[src/rtl/vessel_motion_if.sv]
// vessel_motion_if: orbit-state-machine <-> vessel-motion signal bundle.
// The keycode field only exists when VESSEL_THRUST_EN is defined.
interface vessel_motion_if;
  logic               welcomepage;
  logic        [1:0]  state;
  logic        [31:0] theta;
  logic signed [10:0] PlanX;
  logic signed [10:0] PlanY;
  logic        [10:0] PlanS;
  logic signed [10:0] VesselX;
  logic signed [10:0] VesselY;
  logic        [10:0] VesselS;
  logic signed [5:0]  VelX;
  logic signed [5:0]  VelY;
  logic               lost;
`ifdef VESSEL_THRUST_EN
  logic        [15:0] keycode;

  modport master (
    output welcomepage, state, theta, PlanX, PlanY, PlanS, keycode,
    input  VesselX, VesselY, VesselS, VelX, VelY, lost
  );
  modport slave (
    input  welcomepage, state, theta, PlanX, PlanY, PlanS, keycode,
    output VesselX, VesselY, VesselS, VelX, VelY, lost
  );
`else
  modport master (
    output welcomepage, state, theta, PlanX, PlanY, PlanS,
    input  VesselX, VesselY, VesselS, VelX, VelY, lost
  );
  modport slave (
    input  welcomepage, state, theta, PlanX, PlanY, PlanS,
    output VesselX, VesselY, VesselS, VelX, VelY, lost
  );
`endif
endinterface

[src/rtl/vessel_motion.sv]
// vessel_motion: per-frame vessel position/velocity update.
//   bound    -> vessel placed on a circle around the current planet
//   leaving  -> tangential launch velocity latched from the orbit angle
//   unbound  -> position integrates velocity, wrapping at the screen edges
//   arriving -> position held, velocity zeroed
// Optional keyboard thrust while unbound: define VESSEL_THRUST_EN.
module vessel_motion #(
  parameter int SCREEN_W     = 640,
  parameter int SCREEN_H     = 480,
  parameter int START_X      = 100,
  parameter int START_Y      = 240,
  parameter int VESSEL_SIZE  = 4,
  parameter int ORBIT_GAP    = 8,
  parameter int LAUNCH_SPEED = 4,
  parameter int LOST_FRAMES  = 600
) (
  input  logic           frame_clk,
  input  logic           Reset,
  vessel_motion_if.slave bus
);

  localparam int CW = $clog2(LOST_FRAMES + 1);
  localparam logic [CW-1:0]      LOST_MAX = CW'(LOST_FRAMES);
  localparam logic signed [11:0] LIM_W    = 12'(SCREEN_W);
  localparam logic signed [11:0] LIM_H    = 12'(SCREEN_H);
  localparam logic signed [10:0] X0       = 11'(START_X);
  localparam logic signed [10:0] Y0       = 11'(START_Y);

  // First quadrant of sin in Q0.7, k = 0..16.
  function automatic logic [6:0] quarter_sine(input logic [4:0] k);
    case (k)
      5'd0:    quarter_sine = 7'd0;
      5'd1:    quarter_sine = 7'd12;
      5'd2:    quarter_sine = 7'd25;
      5'd3:    quarter_sine = 7'd37;
      5'd4:    quarter_sine = 7'd49;
      5'd5:    quarter_sine = 7'd60;
      5'd6:    quarter_sine = 7'd71;
      5'd7:    quarter_sine = 7'd81;
      5'd8:    quarter_sine = 7'd90;
      5'd9:    quarter_sine = 7'd98;
      5'd10:   quarter_sine = 7'd106;
      5'd11:   quarter_sine = 7'd112;
      5'd12:   quarter_sine = 7'd117;
      5'd13:   quarter_sine = 7'd122;
      5'd14:   quarter_sine = 7'd125;
      5'd15:   quarter_sine = 7'd126;
      5'd16:   quarter_sine = 7'd127;
      default: quarter_sine = 7'd0;
    endcase
  endfunction

  // Full-circle sine from the quarter table: odd quadrants mirror, lower half negates.
  function automatic logic signed [7:0] sine_q7(input logic [5:0] idx);
    logic [4:0] k;
    logic [6:0] mag;
    k   = idx[4] ? (5'd16 - {1'b0, idx[3:0]}) : {1'b0, idx[3:0]};
    mag = quarter_sine(k);
    sine_q7 = idx[5] ? -$signed({1'b0, mag}) : $signed({1'b0, mag});
  endfunction

  // Add a small velocity to a coordinate and fold it back into [0, lim).
  function automatic logic signed [10:0] wrap_add(input logic signed [10:0] p,
                                                   input logic signed [5:0]  v,
                                                   input logic signed [11:0] lim);
    logic signed [11:0] s;
    s = {p[10], p} + {{6{v[5]}}, v};
    if (s < 12'sd0) begin
      s = s + lim;
    end else if (s >= lim) begin
      s = s - lim;
    end else begin
      s = s;
    end
    wrap_add = s[10:0];
  endfunction

`ifdef VESSEL_THRUST_EN
  // One unit of thrust, clamped to +/-15.
  function automatic logic signed [5:0] sat_step(input logic signed [5:0] v,
                                                 input logic signed [1:0] d);
    logic signed [6:0] s;
    s = {v[5], v} + {{5{d[1]}}, d};
    if (s > 7'sd15) begin
      sat_step = 6'sd15;
    end else if (s < -7'sd15) begin
      sat_step = -6'sd15;
    end else begin
      sat_step = s[5:0];
    end
  endfunction
`endif

  logic signed [10:0] r_x, r_y;
  logic signed [5:0]  r_vx, r_vy;
  logic [CW-1:0]      r_cnt;
  logic               r_lost;

  logic signed [10:0] w_x_nxt, w_y_nxt;
  logic signed [5:0]  w_vx_nxt, w_vy_nxt;
  logic [CW-1:0]      w_cnt_nxt;

  logic [5:0]         w_idx;
  logic signed [7:0]  w_sin, w_cos;
  logic [11:0]        w_rad;
  logic signed [20:0] w_rcos, w_rsin, w_orb_x, w_orb_y;
  logic signed [11:0] w_lsin, w_lcos, w_lvx, w_lvy;
  logic signed [5:0]  w_tvx, w_tvy;
  logic               w_unused;

  assign w_idx  = bus.theta[5:0];
  assign w_sin  = sine_q7(w_idx);
  assign w_cos  = sine_q7(w_idx + 6'd16);
  assign w_rad  = {1'b0, bus.PlanS} + 12'(VESSEL_SIZE) + 12'(ORBIT_GAP);

  // Orbit offsets: radius is unsigned so it is zero-extended before the signed multiply.
  assign w_rcos  = $signed({9'd0, w_rad}) * $signed({{13{w_cos[7]}}, w_cos});
  assign w_rsin  = $signed({9'd0, w_rad}) * $signed({{13{w_sin[7]}}, w_sin});
  assign w_orb_x = $signed({{10{bus.PlanX[10]}}, bus.PlanX}) + (w_rcos >>> 7);
  assign w_orb_y = $signed({{10{bus.PlanY[10]}}, bus.PlanY}) - (w_rsin >>> 7);

  // Launch velocity is tangential: (-sin, -cos) scaled by the launch speed.
  assign w_lsin = $signed(12'(LAUNCH_SPEED)) * $signed({{4{w_sin[7]}}, w_sin});
  assign w_lcos = $signed(12'(LAUNCH_SPEED)) * $signed({{4{w_cos[7]}}, w_cos});
  assign w_lvx  = -(w_lsin >>> 7);
  assign w_lvy  = -(w_lcos >>> 7);

`ifdef VESSEL_THRUST_EN
  logic signed [1:0] w_dx, w_dy;

  // Decode WASD into per-axis thrust steps.
  always_comb begin
    w_dx = 2'sd0;
    w_dy = 2'sd0;
    case (bus.keycode)
      16'h001A: w_dy = 2'sb11;
      16'h0016: w_dy = 2'sd1;
      16'h0004: w_dx = 2'sb11;
      16'h0007: w_dx = 2'sd1;
      default: begin
        w_dx = 2'sd0;
        w_dy = 2'sd0;
      end
    endcase
  end

  assign w_tvx = sat_step(r_vx, w_dx);
  assign w_tvy = sat_step(r_vy, w_dy);
`else
  assign w_tvx = r_vx;
  assign w_tvy = r_vy;
`endif

  // Next position/velocity/lost-count from the sampled orbit state.
  always_comb begin
    w_x_nxt   = r_x;
    w_y_nxt   = r_y;
    w_vx_nxt  = r_vx;
    w_vy_nxt  = r_vy;
    w_cnt_nxt = '0;
    if (bus.welcomepage) begin
      w_x_nxt  = X0;
      w_y_nxt  = Y0;
      w_vx_nxt = 6'sd0;
      w_vy_nxt = 6'sd0;
    end else begin
      case (bus.state)
        2'b00: begin
          w_x_nxt = w_orb_x[10:0];
          w_y_nxt = w_orb_y[10:0];
        end
        2'b01: begin
          w_vx_nxt = w_lvx[5:0];
          w_vy_nxt = w_lvy[5:0];
        end
        2'b10: begin
          w_vx_nxt  = w_tvx;
          w_vy_nxt  = w_tvy;
          w_x_nxt   = wrap_add(r_x, w_tvx, LIM_W);
          w_y_nxt   = wrap_add(r_y, w_tvy, LIM_H);
          w_cnt_nxt = (r_cnt == LOST_MAX) ? r_cnt : r_cnt + CW'(1);
        end
        2'b11: begin
          w_vx_nxt = 6'sd0;
          w_vy_nxt = 6'sd0;
        end
        default: begin
          w_x_nxt = r_x;
          w_y_nxt = r_y;
        end
      endcase
    end
  end

  // Frame register: synchronous reset to the start position, else take the next values.
  always_ff @(posedge frame_clk) begin
    if (Reset) begin
      r_x    <= X0;
      r_y    <= Y0;
      r_vx   <= 6'sd0;
      r_vy   <= 6'sd0;
      r_cnt  <= '0;
      r_lost <= 1'b0;
    end else begin
      r_x    <= w_x_nxt;
      r_y    <= w_y_nxt;
      r_vx   <= w_vx_nxt;
      r_vy   <= w_vy_nxt;
      r_cnt  <= w_cnt_nxt;
      r_lost <= (w_cnt_nxt == LOST_MAX);
    end
  end

  assign bus.VesselX = r_x;
  assign bus.VesselY = r_y;
  assign bus.VesselS = 11'(VESSEL_SIZE);
  assign bus.VelX    = r_vx;
  assign bus.VelY    = r_vy;
  assign bus.lost    = r_lost;

  // Upper theta bits and the discarded high bits of the wide intermediates.
  assign w_unused = ^{bus.theta[31:6], w_orb_x[20:11], w_orb_y[20:11],
                      w_lvx[11:6], w_lvy[11:6]};

endmodule
[src/flat_wrapper.sv]
// flat-port wrapper written by rule: the top's interface ports become plain ports
module vessel_motion_flat 
#(
  parameter int SCREEN_W     = 640,
  parameter int SCREEN_H     = 480,
  parameter int START_X      = 100,
  parameter int START_Y      = 240,
  parameter int VESSEL_SIZE  = 4,
  parameter int ORBIT_GAP    = 8,
  parameter int LAUNCH_SPEED = 4,
  parameter int LOST_FRAMES  = 600
)
  (frame_clk, Reset, bus_welcomepage, bus_state, bus_theta, bus_PlanX, bus_PlanY, bus_PlanS, bus_VesselX, bus_VesselY, bus_VesselS, bus_VelX, bus_VelY, bus_lost);
  vessel_motion_if bus_i ();
  input  logic frame_clk;
  input  logic Reset;
  input wire logic [$bits(bus_i.welcomepage)-1:0] bus_welcomepage;
  input wire logic [$bits(bus_i.state)-1:0] bus_state;
  input wire logic [$bits(bus_i.theta)-1:0] bus_theta;
  input wire logic [$bits(bus_i.PlanX)-1:0] bus_PlanX;
  input wire logic [$bits(bus_i.PlanY)-1:0] bus_PlanY;
  input wire logic [$bits(bus_i.PlanS)-1:0] bus_PlanS;
  output wire logic [$bits(bus_i.VesselX)-1:0] bus_VesselX;
  output wire logic [$bits(bus_i.VesselY)-1:0] bus_VesselY;
  output wire logic [$bits(bus_i.VesselS)-1:0] bus_VesselS;
  output wire logic [$bits(bus_i.VelX)-1:0] bus_VelX;
  output wire logic [$bits(bus_i.VelY)-1:0] bus_VelY;
  output wire logic [$bits(bus_i.lost)-1:0] bus_lost;
  assign bus_i.welcomepage = bus_welcomepage;
  assign bus_i.state = bus_state;
  assign bus_i.theta = bus_theta;
  assign bus_i.PlanX = bus_PlanX;
  assign bus_i.PlanY = bus_PlanY;
  assign bus_i.PlanS = bus_PlanS;
  assign bus_VesselX = bus_i.VesselX;
  assign bus_VesselY = bus_i.VesselY;
  assign bus_VesselS = bus_i.VesselS;
  assign bus_VelX = bus_i.VelX;
  assign bus_VelY = bus_i.VelY;
  assign bus_lost = bus_i.lost;
  vessel_motion #(.SCREEN_W(SCREEN_W), .SCREEN_H(SCREEN_H), .START_X(START_X), .START_Y(START_Y), .VESSEL_SIZE(VESSEL_SIZE), .ORBIT_GAP(ORBIT_GAP), .LAUNCH_SPEED(LAUNCH_SPEED), .LOST_FRAMES(LOST_FRAMES)) u_core (.frame_clk(frame_clk), .Reset(Reset), .bus(bus_i));
endmodule
[config.mk]
export PLATFORM = sky130hd
export DESIGN_NAME = vessel_motion_flat
export DESIGN_NICKNAME = d
export VERILOG_FILES = /design/src/rtl/vessel_motion_if.sv /design/src/rtl/vessel_motion.sv /design/src/flat_wrapper.sv
export SDC_FILE = /design/constraint.sdc
export NUM_CORES = 1
export LEC_CHECK = 0
export CAP_MARGIN = 30
export CORE_MARGIN = 1.5
export CORE_UTILIZATION = 30
export DETAILED_ROUTE_END_ITERATION = 10
export SYNTH_ARGS = -nofsm -noshare
export SYNTH_HDL_FRONTEND = slang
export SYNTH_SLANG_ARGS = --single-unit
[constraint.sdc]
create_clock -name frame_clk -period 11.1 [get_ports frame_clk]
set_input_delay 2.22 -clock frame_clk [delete_from_list [all_inputs] [get_ports frame_clk]]
set_output_delay 2.22 -clock frame_clk [all_outputs]
set_load 0.05 [all_outputs]
==> results of run 1 <==
## state kept, by name (all words and copies together), names as in the netlist
signal and cells:
u_core.bus.VesselX 11, u_core.bus.VesselY 11, u_core.r_cnt 10, u_core.bus.VelX 5, u_core.bus.VelY 5, u_core.bus.lost 1
## through the flow
stage,util,std cells,setup slack (ns)
floorplan,-,1436,0.0615
global placement,0.365,2067,-0.203
detailed placement,0.365,2067,-0.351
CTS,0.369,2075,0.0550
global route,0.372,2076,-0.00427
finish,0.372,2077,0.510
## cell type report
| class | instances | share of cell area |
|---|---|---|
| Clock inverter | 1 | 0.000366 |
| Clock buffer | 7 | 0.00970 |
| Antenna cell | 1 | 0.000183 |
| Timing Repair Buffer | 226 | 0.140 |
| Tap cell | 468 | 0.0428 |
| Sequential cell | 43 | 0.0630 |
| Inverter | 218 | 0.0600 |
| Multi-Input combinational cell | 1113 | 0.684 |
## how the worst max path moves through the flow
stage,start,to,slack (ns),depth (start not counted)
floorplan,bus_theta[0],u_core.bus.VesselX[10]$_SDFFE_PP0P_,0.06,39
global placement,bus_theta[0],u_core.bus.VesselY[10]$_SDFFE_PP0P_,-0.20,40
detailed placement,bus_theta[0],u_core.bus.VesselY[10]$_SDFFE_PP0P_,-0.35,40
CTS,bus_theta[0],u_core.bus.VesselY[10]$_SDFFE_PP0P_,0.05,40
global route,bus_theta[0],u_core.bus.VesselY[9]$_SDFFE_PP0P_,-0.004,39
finish,bus_theta[0],u_core.bus.VesselY[9]$_SDFFE_PP0P_,0.51,40
## cell usage in the layout, fill, tap and decap left out, types with 9 or more instances in the layout
cell	netlist	routed
sky130_fd_sc_hd__nand2_1	96	96
sky130_fd_sc_hd__conb_1	2	11
sky130_fd_sc_hd__and2_1	10	10
sky130_fd_sc_hd__fa_1	122	122
sky130_fd_sc_hd__nand3_1	29	29
sky130_fd_sc_hd__dfxtp_1	43	43
sky130_fd_sc_hd__buf_4	14	146
sky130_fd_sc_hd__xnor2_1	61	59
sky130_fd_sc_hd__a211oi_1	13	11
sky130_fd_sc_hd__and3_1	14	14
sky130_fd_sc_hd__nor2_1	199	199
sky130_fd_sc_hd__a21oi_1	61	56
sky130_fd_sc_hd__xor2_1	38	34
sky130_fd_sc_hd__nand2b_1	25	25
sky130_fd_sc_hd__or3_1	9	9
sky130_fd_sc_hd__a21o_1	14	14
sky130_fd_sc_hd__or2_2	16	16
sky130_fd_sc_hd__nor2b_1	18	18
sky130_fd_sc_hd__o21ai_0	46	43
sky130_fd_sc_hd__nor3_1	35	35
sky130_fd_sc_hd__ha_1	143	141
sky130_fd_sc_hd__inv_1	215	215
sky130_fd_sc_hd__clkdlybuf4s50_1	0	78
## cell families after synthesis
group,share of synthesized area
buf+inv,0.102
flops,0.0768
fa+ha+maj,0.378
xor+xnor,0.0828
other cells,0.000670
mux,0.00915
compound gates,0.145
simple gates,0.205
## what timing repair did
item | in CTS | in global routing
pin swaps | 0 | 10
hold buffers | 0 | 0
endpoints found under the setup margin | 2 | 8
gates resized for setup | 2 | 24
buffers inserted | 0 | 1
## cells in the mapped netlist (all sizes together), types with 8 or more instances
library cell / count / area share
a21oi: 61 / 0.027
ha: 143 / 0.16
o211ai: 9 / 0.0065
a31oi: 8 / 0.0045
buf: 30 / 0.018
mux2i: 8 / 0.0071
and2: 11 / 0.0061
fa: 122 / 0.22
nand2: 97 / 0.033
a211oi: 13 / 0.0087
a21o: 14 / 0.0094
xor2: 39 / 0.031
a22oi: 8 / 0.0054
nand3: 29 / 0.013
nor2b: 19 / 0.011
clkbuf: 32 / 0.011
dfxtp: 43 / 0.077
nor3: 35 / 0.016
nand2b: 25 / 0.014
and3: 14 / 0.0078
inv: 217 / 0.073
or3: 9 / 0.0050
o21ai: 48 / 0.021
or2: 16 / 0.0089
nor2: 199 / 0.067
xnor2: 61 / 0.048
## metal layers
| metal | vias up | global-route usage |
|---|---|---|
| li1 | 5063 | - |
| met1 | 4906 | 0.212 |
| met2 | 214 | 0.274 |
| met3 | 29 | 0.0110 |
| met4 | 0 | 0.0268 |
| met5 | - | 0 |
## worst max-delay path, delay by kind of cell
kind                       cells  cell delay (ns)
muxes                          1             0.18
and+or+nand+nor                9             1.88
adders and majority gates      9             3.29
buffers and inverters         11             1.35
xor gates and xnor gates       2             0.29
AOI/OAI and AO/OA              8             1.54
==> reports/qor.tcl, run 1 <==
set qor(status) {finished, final reports clean}
set qor(synth_sequential_area_ratio) 0.0768
set qor(grt_overflow) 0
set qor(crit_start_category) {input pin}
set qor(critical_path_class) {in2reg}
set qor(detailedRoute.firstPassIterationCount) 5
set qor(detailroute.via_count) 10212
set qor(io_pins) 116
set qor(cp_max_fo) 5
set qor(areaGrowthSynthToFinish_pct) 21.9
set qor(ant_nets) 0
set qor(finalCritPeriodShare) 0.954
set qor(timing.rr.start) {u_core.bus.VelX[3]$_SDFFE_PP0P_}
set qor(critical-path-max-stage-delay_ns) 0.58
set qor(cp.arrival_ns) 10.79
set qor(synth.distinct_cells) 85
set qor(regToRegEndpoint) {u_core.bus.VesselX[10]$_SDFFE_PP0P_}
set qor(avgSynthCellArea_um2) 7.86
set qor(hold_ws_ns) 0.494
set qor(drv.max_cap_violation_count) 0
set qor(postSynth.asyncResetShare) 0
set qor(floorplan.die.height_um) 196
set qor(highest-signal-layer) {met4}
set qor(post_route_cells_drive_above_1_share) 0.129
set qor(tritoncts) {yes}
set qor(clock_sink_count) 43
set qor(clock_slew_at_the_register_clock_pins_of_the_worst_setup_and_hold_paths_ns) 0.06
set qor(required_ns) 11.30
set qor(timing.final.crit_period_ns) 10.59
set qor(skew_pair_late_insertion_delay_ns) 0.29
set qor(detailedRoute.firstIterationViolations) 518
set qor(grt_start_max_net_pins) 32
set qor(floorplan.die.width_um) 196
set qor(grt_pass1_wl_um) 49800
set qor(finalSetupViolCount) 0
set qor(worst_r2r_path_depth) 9
set qor(via_count_of_the_first_global_routing_pass) 10046
set qor(fin_skew_ns) 0.00522
set qor(hold-path-cell-count) 2
set qor(nFillCells) 3788
set qor(grt_use_total) 0.156
set qor(routed_wirelength_um) 29900
set qor(slew-limit-headroom) 0.377
set qor(cts_inserted_buffers) 5
set qor(ff_latch_area_um2) 861
set qor(io_buffers) 78
set qor(cts-root-buf) {sky130_fd_sc_hd__clkbuf_16}
set qor(setup_tns_ns) 0
set qor(synthesis.area_um2) 11200
set qor(final_design_area_no_fill_um2) 13700
set qor(hold_viol_final) 0
set qor(cp-end-kind) {flip-flop}
set qor(dpl_cell_area_um2) 13400
set qor(gp_congestion) 0.913
set qor(synthFlopType) {sky130_fd_sc_hd__dfxtp_1}
set qor(timing.final.max_slew_violations) 0
set qor(worstMarginPinSlew_ns) 0.923
set qor(antenna_violations_before_repair) 1
set qor(routed-wl-met2_um) 14200
set qor(met3WireLength_um) 1140
set qor(hold_worst_path_end) {u_core.bus.VelY[4]$_SDFFE_PP0P_}
set qor(fmax_mhz) 94.4
set qor(hold_start) {u_core.bus.VelY[4]$_SDFFE_PP0P_}
set qor(std_cell_rows) 70
set qor(timing.critical_path.mode_cell) {sky130_fd_sc_hd__inv_1}
set qor(crit_path_top_delay_cell) {sky130_fd_sc_hd__fa_1}
set qor(hold_path.class) {reg2reg}
set qor(synth.ff_latch_count) 43
set qor(area_of_the_multi_input_gates_um2) 9350
set qor(yosys_warn_count) 0
set qor(core-area_um2) 36700
set qor(finish.net_count) 1942
set qor(detail_route.vias_per_cell) 4.92
set qor(dieArea_um2) 38500
set qor(wire_length_on_met1_um) 14200
set qor(drcViolationCount) 0
set qor(dpl.hpwl_um) 25300
set qor(setup.reg_to_reg.worst_slack_ns) 7.67
set qor(floorplan.initialDensity) 0.306
set qor(maximum_level_of_the_cts_h_tree) 2
set qor(cts.path.max_buffers) 2
set qor(post_drt_wl_per_cell_um) 14.4
set qor(synth-edff-count) 0
set qor(netlist_instances) 1427
Power of run 1 is left out: the tool's default activity adds up to more than one toggle a clock period on the data nets, which glitch-free logic cannot reach.
==> inputs of run 2 (changes only) <==
--- a/config.mk
+++ b/config.mk
@@ -9,6 +9,7 @@
 export CORE_MARGIN = 1.5
 export CORE_UTILIZATION = 30
 export DETAILED_ROUTE_END_ITERATION = 10
+export GPL_ROUTABILITY_DRIVEN = 0
 export SYNTH_ARGS = -nofsm -noshare
 export SYNTH_HDL_FRONTEND = slang
 export SYNTH_SLANG_ARGS = --single-unit
==> reports/qor.tcl, run 2 (synthesis results as in run 1) <==
set qor(dieArea_um2) 38500 ;# unchanged
set qor(skew_pair_late_insertion_delay_ns) 0.29 ;# about the same
set qor(slew-limit-headroom) 0.361 ;# was 0.377
set qor(clock_sink_count) 43 ;# unchanged
set qor(post_drt_wl_per_cell_um) 14.3 ;# was 14.4 um
set qor(status) {finished, final reports clean} ;# unchanged
set qor(cts_inserted_buffers) 5 ;# unchanged
set qor(worstMarginPinSlew_ns) 0.947 ;# was 0.923 ns
set qor(path_delay_family) {adder cells} ;# unchanged
set qor(antenna_violations_before_repair) 1 ;# unchanged
set qor(floorplan.die.width_um) 196 ;# unchanged
set qor(detailedRoute.firstIterationViolations) 510 ;# was 518
set qor(mostFrequentLayoutCells) {215 x sky130_fd_sc_hd__inv_1, 199 x sky130_fd_sc_hd__nor2_1, 145 x sky130_fd_sc_hd__buf_4} ;# was 215 x sky130_fd_sc_hd__inv_1, 199 x sky130_fd_sc_hd__nor2_1, 146 x sky130_fd_sc_hd__buf_4
set qor(cp.arrival_ns) 10.87 ;# was 10.79 ns
set qor(finish.net_count) 1939 ;# was 1,942
set qor(via_count_of_the_first_global_routing_pass) 10177 ;# was 10,046
set qor(detailroute.via_count) 10162 ;# was 10,212
set qor(ant_nets) 0 ;# unchanged
set qor(core-area_um2) 36700 ;# unchanged
set qor(timing.final.max_slew_violations) 0 ;# unchanged
set qor(fin_skew_ns) 0.00749 ;# was 0.00522 ns
set qor(tritoncts) {yes} ;# unchanged
set qor(critical-path-max-stage-delay_ns) 0.57 ;# was 0.58 ns
set qor(cts.path.max_buffers) 2 ;# unchanged
set qor(final-instance-count-excl-fill) 2073 ;# was 2,077
set qor(timing.critical_path.mode_cell) {sky130_fd_sc_hd__buf_4} ;# was sky130_fd_sc_hd__inv_1
set qor(io_pins) 116 ;# unchanged
set qor(fmax_mhz) 93.9 ;# was 94.4 MHz
set qor(drcViolationCount) 0 ;# unchanged
set qor(drv.max_cap_violation_count) 0 ;# unchanged
set qor(hold_viol_final) 0 ;# unchanged
set qor(place_worst_setup_slack_ns) -0.311 ;# was -0.351 ns
set qor(std_cell_rows) 70 ;# unchanged
set qor(hold_path.class) {reg2reg} ;# unchanged
set qor(crit_buf_inv) 9 ;# was 11
set qor(critical_path_class) {in2reg} ;# unchanged
set qor(fin_util) 0.372 ;# about the same
set qor(detailedRoute.firstPassIterationCount) 5 ;# unchanged
set qor(grt_start_max_net_pins) 32 ;# unchanged
set qor(timing.final.crit_period_ns) 10.65 ;# was 10.59 ns
set qor(final_critical_path_setup_slack_ns) 0.448 ;# was 0.510 ns
set qor(finalCritPeriodShare) 0.960 ;# was 0.954
set qor(count_of_antenna_diodes_in_the_layout) 0 ;# was 1
set qor(areaGrowthSynthToFinish_pct) 21.9 ;# about the same
set qor(floorplan.initialDensity) 0.306 ;# unchanged
set qor(cts-root-buf) {sky130_fd_sc_hd__clkbuf_16} ;# unchanged
set qor(place.detailed.instances) 2062 ;# was 2,067
set qor(grt_pass1_wl_um) 49500 ;# was 49,800 um
set qor(routed_wirelength_um) 29600 ;# was 29,900 um
set qor(crit_path_top_delay_cell) {sky130_fd_sc_hd__fa_1} ;# unchanged
set qor(detail_route.vias_per_cell) 4.90 ;# was 4.92
set qor(cp-end-kind) {flip-flop} ;# unchanged
set qor(dpl.hpwl_um) 25100 ;# was 25,300 um
set qor(post_route_cells_drive_above_1_share) 0.129 ;# about the same
set qor(finalSetupViolCount) 0 ;# unchanged
set qor(crit_start_category) {input pin} ;# unchanged
set qor(io_buffers) 78 ;# unchanged
set qor(cp_max_fo) 11 ;# was 5
set qor(maximum_level_of_the_cts_h_tree) 2 ;# unchanged
set qor(mostFrequentLayoutCell) {sky130_fd_sc_hd__inv_1} ;# unchanged
set qor(floorplan.die.height_um) 196 ;# unchanged
set qor(required_ns) 11.31 ;# was 11.30 ns
set qor(grt_overflow) 0 ;# unchanged
set qor(grt_use_total) 0.155 ;# was 0.156
set qor(clock_slew_at_the_register_clock_pins_of_the_worst_setup_and_hold_paths_ns) 0.07 ;# was 0.06 ns
set qor(holdBufCountCts) 0 ;# unchanged
[run 2: through the flow]
stage / area [um^2] / hold slack (ns) / setup TNS, ns
floorplan: 11200 / 0.509 / 0
global placement: 13400 / 0.475 / -0.455
detailed placement: 13400 / 0.485 / -0.801
CTS: 13500 / 0.495 / 0
global route: 13700 / 0.520 / -0.0886
finish: 13700 / 0.495 / 0
[run 2: final cells by class]
| type | instances | area (um^2) |
|---|---|---|
| tap | 468 | 586 |
| timing repair buffer | 223 | 1870 |
| multi-input combinational | 1113 | 9360 |
| clock inverter | 3 | 43.8 |
| inverter | 218 | 821 |
| sequential | 43 | 861 |
| clock buffer | 5 | 125 |
| fill | 3816 | 23000 |
[run 2: final timing paths]
check	from	cells after the start	slack, ns	end
worst max-delay path	bus_theta[2]	36	0.45	u_core.bus.VesselY[9]$_SDFFE_PP0P_
worst min-delay path	u_core.bus.VelY[4]$_SDFFE_PP0P_	2	0.49	u_core.bus.VelY[4]$_SDFFE_PP0P_
worst max register to register	u_core.bus.VelX[3]$_SDFFE_PP0P_	10	7.71	u_core.bus.VesselX[10]$_SDFFE_PP0P_
worst min register to register	u_core.bus.VelY[4]$_SDFFE_PP0P_	2	0.49	u_core.bus.VelY[4]$_SDFFE_PP0P_
[run 2: what timing repair did]
action,CTS,global route
resized for setup,2,26
setup endpoints to repair,2,8
setup buffers,0,3
pin swaps,0,12
endpoints found under the hold margin,0,0
[run 2: routing by layer]
layer | GRT usage | share of wire | routed length [um] | up-vias
met4 | 0.0256 | 0.012 | 350 | 2
met3 | 0.0198 | 0.054 | 1590 | 29
met1 | 0.209 | 0.46 | 13600 | 4841
li1 | - | - | - | 5041
met2 | 0.267 | 0.47 | 14000 | 249
met5 | 0 | 0.00041 | 12 | -
[run 2: tightest hold or removal path, stage by stage (launching register included)]
cell	delay [ns]
sky130_fd_sc_hd__dfxtp_1	0.34
sky130_fd_sc_hd__nand2_1	0.06
sky130_fd_sc_hd__a21oi_1	0.05
Power of run 2 is left out for the same reason.
==> inputs of run 3 (changes only) <==
--- a/config.mk
+++ b/config.mk
@@ -10,6 +10,7 @@
 export CORE_UTILIZATION = 30
 export DETAILED_ROUTE_END_ITERATION = 10
 export GPL_ROUTABILITY_DRIVEN = 0
+export SLEW_MARGIN = 20
 export SYNTH_ARGS = -nofsm -noshare
 export SYNTH_HDL_FRONTEND = slang
 export SYNTH_SLANG_ARGS = --single-unit
==> reports/qor.tcl, run 3 (synthesis results as in run 1) <==
set qor(status) {finished, final reports clean} ;# unchanged
set qor(crit_start_category) {input pin} ;# unchanged
set qor(dieArea_um2) 38500 ;# unchanged
set qor(timing.rr.start) {u_core.bus.VelY[3]$_SDFFE_PP0P_} ;# was u_core.bus.VelX[3]$_SDFFE_PP0P_
set qor(clock_sink_count) 43 ;# unchanged
set qor(mostFrequentLayoutCell) {sky130_fd_sc_hd__inv_1} ;# unchanged
set qor(detail_route.vias_per_cell) 4.91 ;# was 4.90
set qor(holdBufCountCts) 0 ;# unchanged
set qor(area_of_the_multi_input_gates_um2) 9360 ;# unchanged
set qor(timing.final.crit_period_ns) 10.61 ;# was 10.65 ns
set qor(ant_nets) 0 ;# unchanged
set qor(grt_use_total) 0.155 ;# unchanged
set qor(hold_ws_ns) 0.497 ;# was 0.495 ns
set qor(cts.path.max_buffers) 2 ;# unchanged
set qor(place.detailed.instances) 2062 ;# unchanged
set qor(worstMarginPinSlew_ns) 0.937 ;# was 0.947 ns
set qor(cp.arrival_ns) 10.83 ;# was 10.87 ns
set qor(floorplan.die.height_um) 196 ;# unchanged
set qor(hold-path-cell-count) 2 ;# unchanged
set qor(setup.reg_to_reg.worst_slack_ns) 7.78 ;# was 7.71 ns
set qor(maximum_level_of_the_cts_h_tree) 2 ;# unchanged
set qor(tritoncts) {yes} ;# unchanged
set qor(std_cell_rows) 70 ;# unchanged
set qor(worst_r2r_path_depth) 10 ;# unchanged
set qor(cp-end-kind) {flip-flop} ;# unchanged
set qor(routed_wirelength_um) 29600 ;# about the same
set qor(clock_slew_at_the_register_clock_pins_of_the_worst_setup_and_hold_paths_ns) 0.07 ;# about the same
set qor(hold_path.class) {reg2reg} ;# unchanged
set qor(detailedRoute.firstPassIterationCount) 5 ;# unchanged
set qor(drv.max_cap_violation_count) 0 ;# unchanged
set qor(nFillCells) 3816 ;# unchanged
set qor(io_pins) 116 ;# unchanged
set qor(timing.final.max_slew_violations) 0 ;# unchanged
set qor(count_of_antenna_diodes_in_the_layout) 0 ;# unchanged
set qor(areaGrowthSynthToFinish_pct) 21.9 ;# about the same
set qor(post_drt_wl_per_cell_um) 14.3 ;# about the same
set qor(drcViolationCount) 0 ;# unchanged
set qor(skew_pair_late_insertion_delay_ns) 0.29 ;# about the same
set qor(critical_path_class) {in2reg} ;# unchanged
set qor(floorplan.die.width_um) 196 ;# unchanged
set qor(critical-path-max-stage-delay_ns) 0.54 ;# was 0.57 ns
set qor(floorplan.initialDensity) 0.306 ;# unchanged
set qor(antenna_violations_before_repair) 1 ;# unchanged
set qor(cts-root-buf) {sky130_fd_sc_hd__clkbuf_16} ;# unchanged
set qor(hold_worst_path_end) {u_core.bus.VelY[4]$_SDFFE_PP0P_} ;# unchanged
set qor(grt_overflow) 0 ;# unchanged
set qor(fin_skew_ns) 0.00701 ;# was 0.00749 ns
set qor(regToRegEndpoint) {u_core.bus.VesselY[7]$_SDFFE_PP1P_} ;# was u_core.bus.VesselX[10]$_SDFFE_PP0P_
set qor(fmax_mhz) 94.2 ;# was 93.9 MHz
set qor(ff_latch_area_um2) 861 ;# unchanged
set qor(final_design_area_no_fill_um2) 13700 ;# about the same
set qor(timing.critical_path.mode_cell) {sky130_fd_sc_hd__inv_1} ;# was sky130_fd_sc_hd__buf_4
set qor(detailroute.via_count) 10173 ;# was 10,162
set qor(finalSetupViolCount) 0 ;# unchanged
set qor(finish.net_count) 1940 ;# was 1,939
set qor(fin_util) 0.373 ;# was 0.372
set qor(crit_path_top_delay_cell) {sky130_fd_sc_hd__fa_1} ;# unchanged
set qor(io_buffers) 78 ;# unchanged
set qor(core-area_um2) 36700 ;# unchanged
set qor(hold_viol_final) 0 ;# unchanged
set qor(via_count_of_the_first_global_routing_pass) 10177 ;# unchanged
set qor(required_ns) 11.32 ;# was 11.31 ns
set qor(final-instance-count-excl-fill) 2074 ;# was 2,073
set qor(cp_max_fo) 5 ;# was 11
set qor(dpl_cell_area_um2) 13400 ;# unchanged
set qor(grt_pass1_wl_um) 49500 ;# unchanged
set qor(finalCritPeriodShare) 0.956 ;# was 0.960
set qor(mostFrequentLayoutCells) {215 x sky130_fd_sc_hd__inv_1, 199 x sky130_fd_sc_hd__nor2_1, 145 x sky130_fd_sc_hd__buf_4} ;# unchanged
set qor(post_route_cells_drive_above_1_share) 0.130 ;# was 0.129
set qor(slew-limit-headroom) 0.368 ;# was 0.361
set qor(cts_inserted_buffers) 5 ;# unchanged
set qor(dpl.hpwl_um) 25100 ;# unchanged
set qor(hold_start) {u_core.bus.VelY[4]$_SDFFE_PP0P_} ;# unchanged
set qor(grt_start_max_net_pins) 32 ;# unchanged
set qor(detailedRoute.firstIterationViolations) 486 ;# was 510
run 3: layer usage:
layer	global-route usage	wire, um	up-vias
met5	0	12	-
met4	0.0256	339	2
met3	0.0198	1570	27
met2	0.267	14000	245
met1	0.209	13700	4857
li1	-	-	5042
run 3: repair_timing:
action,CTS,global route
buffers inserted,0,3
pin swaps,0,12
endpoints found under the setup margin,2,8
resized for setup,2,26
hold endpoints to repair,0,0
run 3: critical path, delay by kind of cell:
family | cells | cell delay (ns)
mux | 1 | 0.18
fa+ha+maj | 8 | 3.13
xor+xnor | 1 | 0.12
buf+inv | 9 | 1.29
simple gates | 10 | 2.19
compound gates | 9 | 1.68
run 3: area by class of cell:
cell class | count | share of cell area
clock buffers | 5 | 0.00915
clock inverters | 3 | 0.00320
inverters | 218 | 0.0600
multi-input cells | 1113 | 0.685
flip-flops and latches | 43 | 0.0630
well taps | 468 | 0.0428
repair buffers | 224 | 0.137
run 3: worst max-delay path by stage:
stage / from / endpoint / slack [ns] / depth (start not counted)
after floorplan: bus_theta[0] / u_core.bus.VesselX[10]$_SDFFE_PP0P_ / 0.06 / 39
after global placement: bus_theta[0] / u_core.bus.VesselY[10]$_SDFFE_PP0P_ / -0.25 / 40
after detailed placement: bus_theta[1] / u_core.bus.VesselY[10]$_SDFFE_PP0P_ / -0.31 / 40
after CTS: bus_theta[1] / u_core.bus.VesselX[10]$_SDFFE_PP0P_ / 0.009 / 38
after global routing: bus_theta[1] / u_core.bus.VesselX[8]$_SDFFE_PP0P_ / -0.04 / 40
final: bus_theta[1] / u_core.bus.VesselY[9]$_SDFFE_PP0P_ / 0.49 / 38
run 3: per-stage QoR:
stage | worst slack [ns] | TNS [ns]
after detailed placement | -0.311 | -0.801
final | 0.487 | 0
after floorplan | 0.0615 | 0
after global placement | -0.248 | -0.455
after CTS | 0.00885 | 0
after global routing | -0.0392 | -0.0886
Power of run 3 is left out for the same reason.
